`src/rtl/rf_bitserial_sched_pkg.sv`:
```
// Shared types and helpers for the bit-serial register-file sequencer.
package rf_sched_pkg;

  typedef enum logic [2:0] {
    IDLE   = 3'd0,
    FETCH  = 3'd1,
    WAIT   = 3'd2,
    STREAM = 3'd3,
    DONE   = 3'd4
  } sched_state_e;

  // A one-plane operand still needs a 1-bit index.
  function automatic int bit_idx_width(input int data_width);
    return (data_width > 1) ? $clog2(data_width) : 1;
  endfunction

  localparam int DATA_WIDTH_DEF = 8;
  localparam int BIT_IDX_W      = bit_idx_width(DATA_WIDTH_DEF);

endpackage

```
`src/rtl/rf_bitserial_sched_if.sv`:
```
// Job, SRAM and PE-array signals of the sequencer; master is the sequencer side.
interface rf_bitserial_sched_if #(
  parameter int ADDR_WIDTH = 10,
  parameter int TILE_WIDTH = 8,
  parameter int BIT_IDX_W  = rf_sched_pkg::bit_idx_width(8)
);

  logic                  start;
  logic [ADDR_WIDTH-1:0] base_addr;
  logic [TILE_WIDTH-1:0] num_tiles;
  logic                  sram_ren;
  logic [ADDR_WIDTH-1:0] sram_addr;
  logic                  sram_rvalid;
  logic                  rf_w_en;
  logic                  bit_valid;
  logic [BIT_IDX_W-1:0]  bit_idx;
  logic                  bit_msb;
  logic                  pe_ready;
  logic                  busy;
  logic                  done;

  modport master (
    input  start, base_addr, num_tiles, sram_rvalid, pe_ready,
    output sram_ren, sram_addr, rf_w_en, bit_valid, bit_idx, bit_msb, busy, done
  );

  modport slave (
    output start, base_addr, num_tiles, sram_rvalid, pe_ready,
    input  sram_ren, sram_addr, rf_w_en, bit_valid, bit_idx, bit_msb, busy, done
  );

endinterface

```
`src/rtl/rf_bitserial_sched_bitplane_counter.sv`:
```
// Bit-plane index counter: 0..DATA_WIDTH-1, cleared per tile, advanced on PE accept.
module bitplane_counter #(
  parameter int DATA_WIDTH = 8,
  parameter int BIT_IDX_W  = rf_sched_pkg::bit_idx_width(DATA_WIDTH)
) (
  input  logic                 clk,
  input  logic                 reset,
  input  logic                 clear,
  input  logic                 advance,
  output logic [BIT_IDX_W-1:0] bit_idx,
  output logic                 last
);

  localparam logic [BIT_IDX_W-1:0] LAST_IDX = BIT_IDX_W'(DATA_WIDTH - 1);

  assign last = (bit_idx == LAST_IDX);

  // Wrapping at the last plane keeps the index in range for non-power-of-two widths.
  always_ff @(posedge clk) begin
    if (reset || clear) begin
      bit_idx <= '0;
    end else if (advance) begin
      bit_idx <= last ? '0 : bit_idx + BIT_IDX_W'(1);
    end
  end

endmodule

```
`src/rtl/rf_bitserial_sched.sv`:
```
// Tile sequencer: one SRAM read per tile, register-file load, then bit-plane streaming.
module rf_bitserial_sched #(
  parameter int DATA_WIDTH = 8,
  parameter int ADDR_WIDTH = 10,
  parameter int TILE_WIDTH = 8,
  parameter int BIT_IDX_W  = rf_sched_pkg::bit_idx_width(DATA_WIDTH)
) (
  input logic clk,
  input logic reset,
  rf_bitserial_sched_if.master bus
);

  import rf_sched_pkg::*;

  localparam logic [2:0] S_IDLE   = 3'(IDLE);
  localparam logic [2:0] S_FETCH  = 3'(FETCH);
  localparam logic [2:0] S_WAIT   = 3'(WAIT);
  localparam logic [2:0] S_STREAM = 3'(STREAM);
  localparam logic [2:0] S_DONE   = 3'(DONE);

  logic [2:0]            state_q;
  logic [TILE_WIDTH-1:0] tile_cnt_q;
  logic [TILE_WIDTH-1:0] num_tiles_q;
  logic [ADDR_WIDTH-1:0] base_addr_q;
  logic [BIT_IDX_W-1:0]  bit_idx;
  logic                  bit_last;
  logic                  last_tile;
  logic                  data_ret;
  logic                  plane_adv;

  assign last_tile = (tile_cnt_q == num_tiles_q - TILE_WIDTH'(1));
  assign data_ret  = (state_q == S_WAIT) && bus.sram_rvalid;
  assign plane_adv = (state_q == S_STREAM) && bus.pe_ready;

  bitplane_counter #(
    .DATA_WIDTH (DATA_WIDTH),
    .BIT_IDX_W  (BIT_IDX_W)
  ) u_bitplane_counter (
    .clk     (clk),
    .reset   (reset),
    .clear   (data_ret),
    .advance (plane_adv),
    .bit_idx (bit_idx),
    .last    (bit_last)
  );

  // Job parameters are captured only on an accepted start so later input changes are harmless.
  always_ff @(posedge clk) begin
    if (reset) begin
      state_q     <= S_IDLE;
      tile_cnt_q  <= '0;
      num_tiles_q <= '0;
      base_addr_q <= '0;
    end else begin
      case (state_q)
        S_IDLE: begin
          if (bus.start) begin
            if (bus.num_tiles != '0) begin
              base_addr_q <= bus.base_addr;
              num_tiles_q <= bus.num_tiles;
              tile_cnt_q  <= '0;
              state_q     <= S_FETCH;
            end else begin
              state_q <= S_DONE;
            end
          end
        end
        S_FETCH: state_q <= S_WAIT;
        S_WAIT: begin
          if (bus.sram_rvalid) begin
            state_q <= S_STREAM;
          end
        end
        S_STREAM: begin
          if (bus.pe_ready && bit_last) begin
            if (last_tile) begin
              state_q <= S_DONE;
            end else begin
              tile_cnt_q <= tile_cnt_q + TILE_WIDTH'(1);
              state_q    <= S_FETCH;
            end
          end
        end
        S_DONE:  state_q <= S_IDLE;
        default: state_q <= S_IDLE;
      endcase
    end
  end

  // rf_w_en is the only combinational output; reset masks a read return landing in the same cycle.
  assign bus.sram_ren  = (state_q == S_FETCH);
  assign bus.sram_addr = base_addr_q + ADDR_WIDTH'(tile_cnt_q);
  assign bus.rf_w_en   = data_ret && !reset;
  assign bus.bit_valid = (state_q == S_STREAM);
  assign bus.bit_idx   = bit_idx;
  assign bus.bit_msb   = (state_q == S_STREAM) && bit_last;
  assign bus.busy      = (state_q != S_IDLE);
  assign bus.done      = (state_q == S_DONE);

endmodule

```
`src/flat_wrapper.sv`:
```
// flat-port wrapper written by rule: the top's interface ports become plain ports
module rf_bitserial_sched_flat import rf_sched_pkg::*;
#(
  parameter int DATA_WIDTH = 8,
  parameter int ADDR_WIDTH = 10,
  parameter int TILE_WIDTH = 8,
  parameter int BIT_IDX_W  = rf_sched_pkg::bit_idx_width(DATA_WIDTH)
)
  (clk, reset, bus_start, bus_base_addr, bus_num_tiles, bus_sram_rvalid, bus_pe_ready, bus_sram_ren, bus_sram_addr, bus_rf_w_en, bus_bit_valid, bus_bit_idx, bus_bit_msb, bus_busy, bus_done);
  rf_bitserial_sched_if #(.ADDR_WIDTH(ADDR_WIDTH), .TILE_WIDTH(TILE_WIDTH), .BIT_IDX_W(BIT_IDX_W)) bus_i ();
  input logic clk;
  input logic reset;
  input wire logic [$bits(bus_i.start)-1:0] bus_start;
  input wire logic [$bits(bus_i.base_addr)-1:0] bus_base_addr;
  input wire logic [$bits(bus_i.num_tiles)-1:0] bus_num_tiles;
  input wire logic [$bits(bus_i.sram_rvalid)-1:0] bus_sram_rvalid;
  input wire logic [$bits(bus_i.pe_ready)-1:0] bus_pe_ready;
  output wire logic [$bits(bus_i.sram_ren)-1:0] bus_sram_ren;
  output wire logic [$bits(bus_i.sram_addr)-1:0] bus_sram_addr;
  output wire logic [$bits(bus_i.rf_w_en)-1:0] bus_rf_w_en;
  output wire logic [$bits(bus_i.bit_valid)-1:0] bus_bit_valid;
  output wire logic [$bits(bus_i.bit_idx)-1:0] bus_bit_idx;
  output wire logic [$bits(bus_i.bit_msb)-1:0] bus_bit_msb;
  output wire logic [$bits(bus_i.busy)-1:0] bus_busy;
  output wire logic [$bits(bus_i.done)-1:0] bus_done;
  assign bus_i.start = bus_start;
  assign bus_i.base_addr = bus_base_addr;
  assign bus_i.num_tiles = bus_num_tiles;
  assign bus_i.sram_rvalid = bus_sram_rvalid;
  assign bus_i.pe_ready = bus_pe_ready;
  assign bus_sram_ren = bus_i.sram_ren;
  assign bus_sram_addr = bus_i.sram_addr;
  assign bus_rf_w_en = bus_i.rf_w_en;
  assign bus_bit_valid = bus_i.bit_valid;
  assign bus_bit_idx = bus_i.bit_idx;
  assign bus_bit_msb = bus_i.bit_msb;
  assign bus_busy = bus_i.busy;
  assign bus_done = bus_i.done;
  rf_bitserial_sched #(.DATA_WIDTH(DATA_WIDTH), .ADDR_WIDTH(ADDR_WIDTH), .TILE_WIDTH(TILE_WIDTH), .BIT_IDX_W(BIT_IDX_W)) u_core (.clk(clk), .reset(reset), .bus(bus_i));
endmodule
```
`config.mk`:
```
export PLATFORM = sky130hd
export DESIGN_NAME = rf_bitserial_sched_flat
export DESIGN_NICKNAME = d
export VERILOG_FILES = /design/src/rtl/rf_bitserial_sched_pkg.sv /design/src/rtl/rf_bitserial_sched_if.sv /design/src/rtl/rf_bitserial_sched_bitplane_counter.sv /design/src/rtl/rf_bitserial_sched.sv /design/src/flat_wrapper.sv
export SDC_FILE = /design/constraint.sdc
export NUM_CORES = 1
export LEC_CHECK = 0
export CORE_MARGIN = 4
export CORE_UTILIZATION = 56
export DETAILED_ROUTE_END_ITERATION = 12
export HOLD_SLACK_MARGIN = 0.06
export PLACE_DENSITY = 0.88
export SLEW_MARGIN = 20
export SYNTH_ARGS = -nofsm -noshare
export SYNTH_HDL_FRONTEND = slang
export SYNTH_SLANG_ARGS = --single-unit
```
`constraint.sdc`:
```
create_clock -name clk -period 3.8 [get_ports clk]
set_input_delay 0.95 -clock clk [delete_from_list [all_inputs] [get_ports clk]]
set_output_delay 0.95 -clock clk [all_outputs]
set_load 0.05 [all_outputs]
```
Word-level counts from Yosys, hierarchy flattened
Index checks and enable logic that the tools add are counted.

operators by class
  reduce and logical (&&, ||, !) cells = 14
  add/sub/neg operators = 4
  multiplexer cells = 12
  equal/unequal tests = 11

operators with widths
  kind                                                                     count
  8-bit 2-to-1 mux                                                         4
  3-bit 2-to-1 mux                                                         6
  8-bit case mux with 2 select lines                                       1
  3-bit case mux with 4 select lines                                       1
  10-bit by 8-bit adder with 10-bit output                                 1
  8-bit by 1-bit adder with 8-bit output, second input constant            1
  8-bit == test                                                            1
  8-bit nonzero test                                                       1
  8-bit by 1-bit subtractor with 8-bit output, second input constant       1
  3-bit by 2-bit == test with 1-bit output, second input constant          2
  3-bit == test, second input constant                                     2
  2-bit inequality test, second input constant                             3
  3-bit AND reduction                                                      2
  1-bit logical AND                                                        5
  5-bit AND reduction                                                      1
  2-bit by 1-bit inequality test with 1-bit output, second input constant  2
  3-bit by 1-bit adder with 3-bit output, second input constant            1
  3-bit by 1-bit == test with 1-bit output, second input constant          1
  3-bit logical NOT                                                        1
  3-bit nonzero test                                                       1
  2-bit nonzero test                                                       1
  1-bit logical NOT                                                        1
  1-bit logical OR                                                         1

storage, ports and cells
  register bits after elaboration = 32
  bits of input ports = 23
  logic and storage cells = 46

Logic depth before layout (Yosys ltp)
  word-level depth = 5
  depth in mapped cells = 9
  mapped depth without buffers = 9

Cells and area by module
From an unflattened synthesis, not the netlist that was laid out.

second synthesis, totals
  cell total of the unflattened synthesis = 253
  area, all modules = 2,010.7 um^2

modules (own cells, without submodules)
  module              instances  area each (um^2)  cells each
  rf_bitserial_sched  1          1,868.0           241
  bitplane_counter    1          142.6             12

Least setup slack after synthesis
Ideal clock, no wire load.

  kind = input to output
  from = in reset
  to = out bus_rf_w_en
  data required time = 2.850 ns
  path slack = 0.002 ns
  path buffers = 2
  stages on the path = 3
  arrival time = 2.848 ns
  cell sequence = clkbuf_1 buf_1 nor4_1

on the way
  longest elaborated chain between the ends = 2

ends and longest elaborated chain
  element            RTL line                  RTL
  start, declared    flat_wrapper.sv:12        input logic reset;
  1-bit logical NOT  rf_bitserial_sched.sv:93  assign bus.rf_w_en = data_ret && !reset;
  1-bit logical AND  rf_bitserial_sched.sv:93
  end, declared      flat_wrapper.sv:20        output wire logic [$bits(bus_i.rf_w_en)-1:0] bus_rf_w_en;

No other way between the ends.

Worst setup path in the final report
  from = reg u_core.tile_cnt_q[0]
  to = out bus_sram_addr[4]

on the way
  longest elaborated chain between the ends = 1

ends and longest elaborated chain
  element                                   RTL line                  RTL
  start, declared                           rf_bitserial_sched.sv:22  logic [TILE_WIDTH-1:0] tile_cnt_q;
  start signal, assigned                    rf_bitserial_sched.sv:79  tile_cnt_q <= tile_cnt_q + TILE_WIDTH'(1);
  10-bit by 8-bit adder with 10-bit output  rf_bitserial_sched.sv:92  assign bus.sram_addr = base_addr_q + ADDR_WIDTH'(tile_cnt_q);
  end, declared                             flat_wrapper.sv:19        output wire logic [$bits(bus_i.sram_addr)-1:0] bus_sram_addr;

No other way between the ends.

==> summary.txt <==
outcome: completed
routed wire length: 4540 µm
vias: 1831
DRT Pass-1 Iters: 4
vias per cell: 5.55
crit path DAT: 2590 ps
area share of fa/ha/maj cells after synthesis: 8.13%
Pleak: 1.11 nW
clock buffer depth: 2
Synth warnings: 0
post-synthesis xor/xnor area fraction: 8.91%
Synth Area in Compound Gates: 13.3%
post-synthesis mux area share: 11.0%
mapped cell area: 2090 µm²
Tcrit/Tclk final: 93.2%
Finish-stage setup viols: 0
worst-path fanout max: 6
CTS tree: yes
Final ANT Viol Nets: 0
Synth cell types: 48
area share of the largest cell type after synthesis: 30.6%
register area share after synthesis: 30.6%
Worst-Skew Late Latency: 280 ps
Synth Area in Simple Gates: 24.3%
initial antenna violation count: 0
total design power: 956 µW
Synth Flop Type: dfxtp_1
Worst-Margin Slew: 580 ps
Mapped Nets: 276
critical path launch point type: flip-flop
largest area contributor in the netlist: dfxtp_1
maxcap violations: 0
number of buffers added on ports: 41
Mapped Cells: 240
final number of hold-violating endpoints: 0
Starting DRT DRC Count: 142
Hold-fix buffers, CTS: 0
Worst Hold Launch: u_core.u_bitplane_counter.bit_idx[1]
Final #Nets: 319
Worst setup EP type: primary output
Min-Delay Path Class: flip-flop to flip-flop
vias in the first global route: 1676
RSZ-0062 raised after global routing: false
Die Wd: 69.1 µm
die area: 4780 µm²
CTS Root Cell: clkbuf_8
Post-synth EDFFs: 0
main combinational cell family by area after synthesis: simple AND/OR/NAND/NOR gates
Initial Util: 60.4%
largest net degree at the start of global routing: 30
layout cells sized above 1: 10.6%
Ant. Diodes: 0
Worst VDD drop: 0.000251 V
post-DP HPWL: 3390 µm
final worst slack: 257 ps
Total GRT Usage: 18.9%
DR WL/cell: 13.8 µm
Synth area leaders: dfxtp_1, mux2i_1, ha_1
I/O pins: 42
Max Slew Vio Count: 0
TritonCTS Buffers: 5
Critical R2R Capture: u_core.state_q[2]
R2R Setup Slk: 1700 ps
FP Rows: 21
Setup TNS Final: 0 ps
clk slew on worst S/H paths: 70 ps
clk_skew: 6.59 ps
Mean Syn Cell Area: 8.72 µm²
Post-synth ARST share: 0%
area grow syn2layout: 28.2%
drc violations: 0
die height: 69.1 µm
f_max: 282 MHz
R2R Path Start: u_core.num_tiles_q[0]
TritonCTS sink count: 32
#FFs+latches synth: 32
Core ar.: 3470 µm²
post-CTS sizing: 0
hold path cells: 2
postcts setup bufs: 0
kind of critical path: flip-flop to primary output
Worst R2R Path Depth: 8
gpl congestion: 0.862
pwr dens: 356 nW/µm²
first-pass GRT wire length: 7580 µm
critical path required time: 2850 ps
post-placement setup slack: 339 ps
Final min period: 3540 ps
H-Tree Depth: 2
post-layout util: 77.4%
Slew headroom: 61.0%
grt ovf: 0
worst hold path endpoint: u_core.u_bitplane_counter.bit_idx[1]
-- cell usage after synthesis, drive strengths merged, types with 2 or more instances --
| cell type | n |
|---|---|
| buf | 4 |
| a211oi | 4 |
| or4 | 2 |
| dfxtp | 32 |
| a21oi | 13 |
| or3 | 9 |
| and2 | 3 |
| xnor2 | 11 |
| xor2 | 6 |
| o21ai | 8 |
| nor4 | 5 |
| nor2 | 35 |
| mux2i | 23 |
| nand4 | 3 |
| nor3 | 7 |
| nand3 | 5 |
| a2111oi | 2 |
| nand2 | 21 |
| a21boi | 2 |
| nor2b | 2 |
| clkbuf | 5 |
| ha | 12 |
| inv | 11 |
-- flip-flops by register name, summed over array words and instances (netlist names) --
signal	flops
u_core.state_q	3
u_core.base_addr_q	10
u_core.num_tiles_q	8
u_core.u_bitplane_counter.bit_idx	3
u_core.tile_cnt_q	8
-- how the worst max path moves through the flow --
stage / startpoint / end / slack [ps]
finish: u_core.tile_cnt_q[0] / bus_sram_addr[4] / 260
floorplan: reset / bus_rf_w_en / 2
global placement: u_core.tile_cnt_q[1] / bus_sram_addr[7] / 400
global route: u_core.tile_cnt_q[0] / bus_sram_addr[4] / 80
CTS: u_core.tile_cnt_q[1] / bus_sram_addr[7] / 10
detailed placement: u_core.tile_cnt_q[1] / bus_sram_addr[7] / 340
-- final cells by class --
| cell class | instances | area, µm² |
|---|---|---|
| fillers | 263 | 785 |
| inverters | 11 | 41.3 |
| well taps | 46 | 57.6 |
| repair buffers | 45 | 473 |
| clock buffers | 8 | 90.1 |
| flip-flops and latches | 32 | 642 |
| multi-input cells | 188 | 1380 |
-- critical path, cell delays in order, from the launching register on --
cell and delay (ps):
dfxtp_2 390, ha_1 190, inv_1 60, fa_1 410, nor2b_1 130, o21ai_0 120
nand2_1 100, nor2_1 40, nor2_1 80, clkdlybuf4s50_1 810
-- report_power, final --
part	total (mW)	switching, mW	internal (mW)
sequential	0.383	0.0258	0.357
clock	0.267	0.120	0.148
combinational	0.306	0.174	0.132
total	0.956	0.320	0.637
-- kinds of logic (layout without fill, tap and decap cells) --
group,Yosys count,after routing
adder cells (fa/ha/maj),13,13
buffers and inverters,20,64
AND/OR/NAND/NOR,97,97
flip-flops,32,32
multiplexers,23,23
AO/OA/AOI/OAI,37,37
XOR/XNOR,18,18
-- per-stage QoR --
step,cells,area [µm²],hold slack (ps)
floorplan,240,2090,467
global placement,322,2590,470
detailed placement,322,2590,468
CTS,330,2680,476
global route,330,2680,519
finish,330,2680,475
-- placed cells by master, fill, tap and decap left out, types with 3 or more instances in the layout --
master           instances
or3_1                    9
dfxtp_1                 31
nor2_1                  33
nor3_1                   6
nand2_1                 21
xnor2_1                  9
a21oi_1                 12
buf_12                   3
xor2_1                   6
clkdlybuf4s50_1         35
mux2i_1                 23
and2_1                   3
nand3_1                  5
buf_4                    5
nand4_1                  3
ha_1                    12
o21ai_0                  6
clkbuf_8                 6
inv_1                   11
-- layer usage --
layer	vias up	track usage, %	share of wire (%)
li1	931	-	-
met1	862	23.7	46
met2	36	33.1	50
met3	2	3.78	4.1
met4	0	4.56	0.37
met5	-	0	0
No activity file was read; power rests on OpenSTA's default activity.
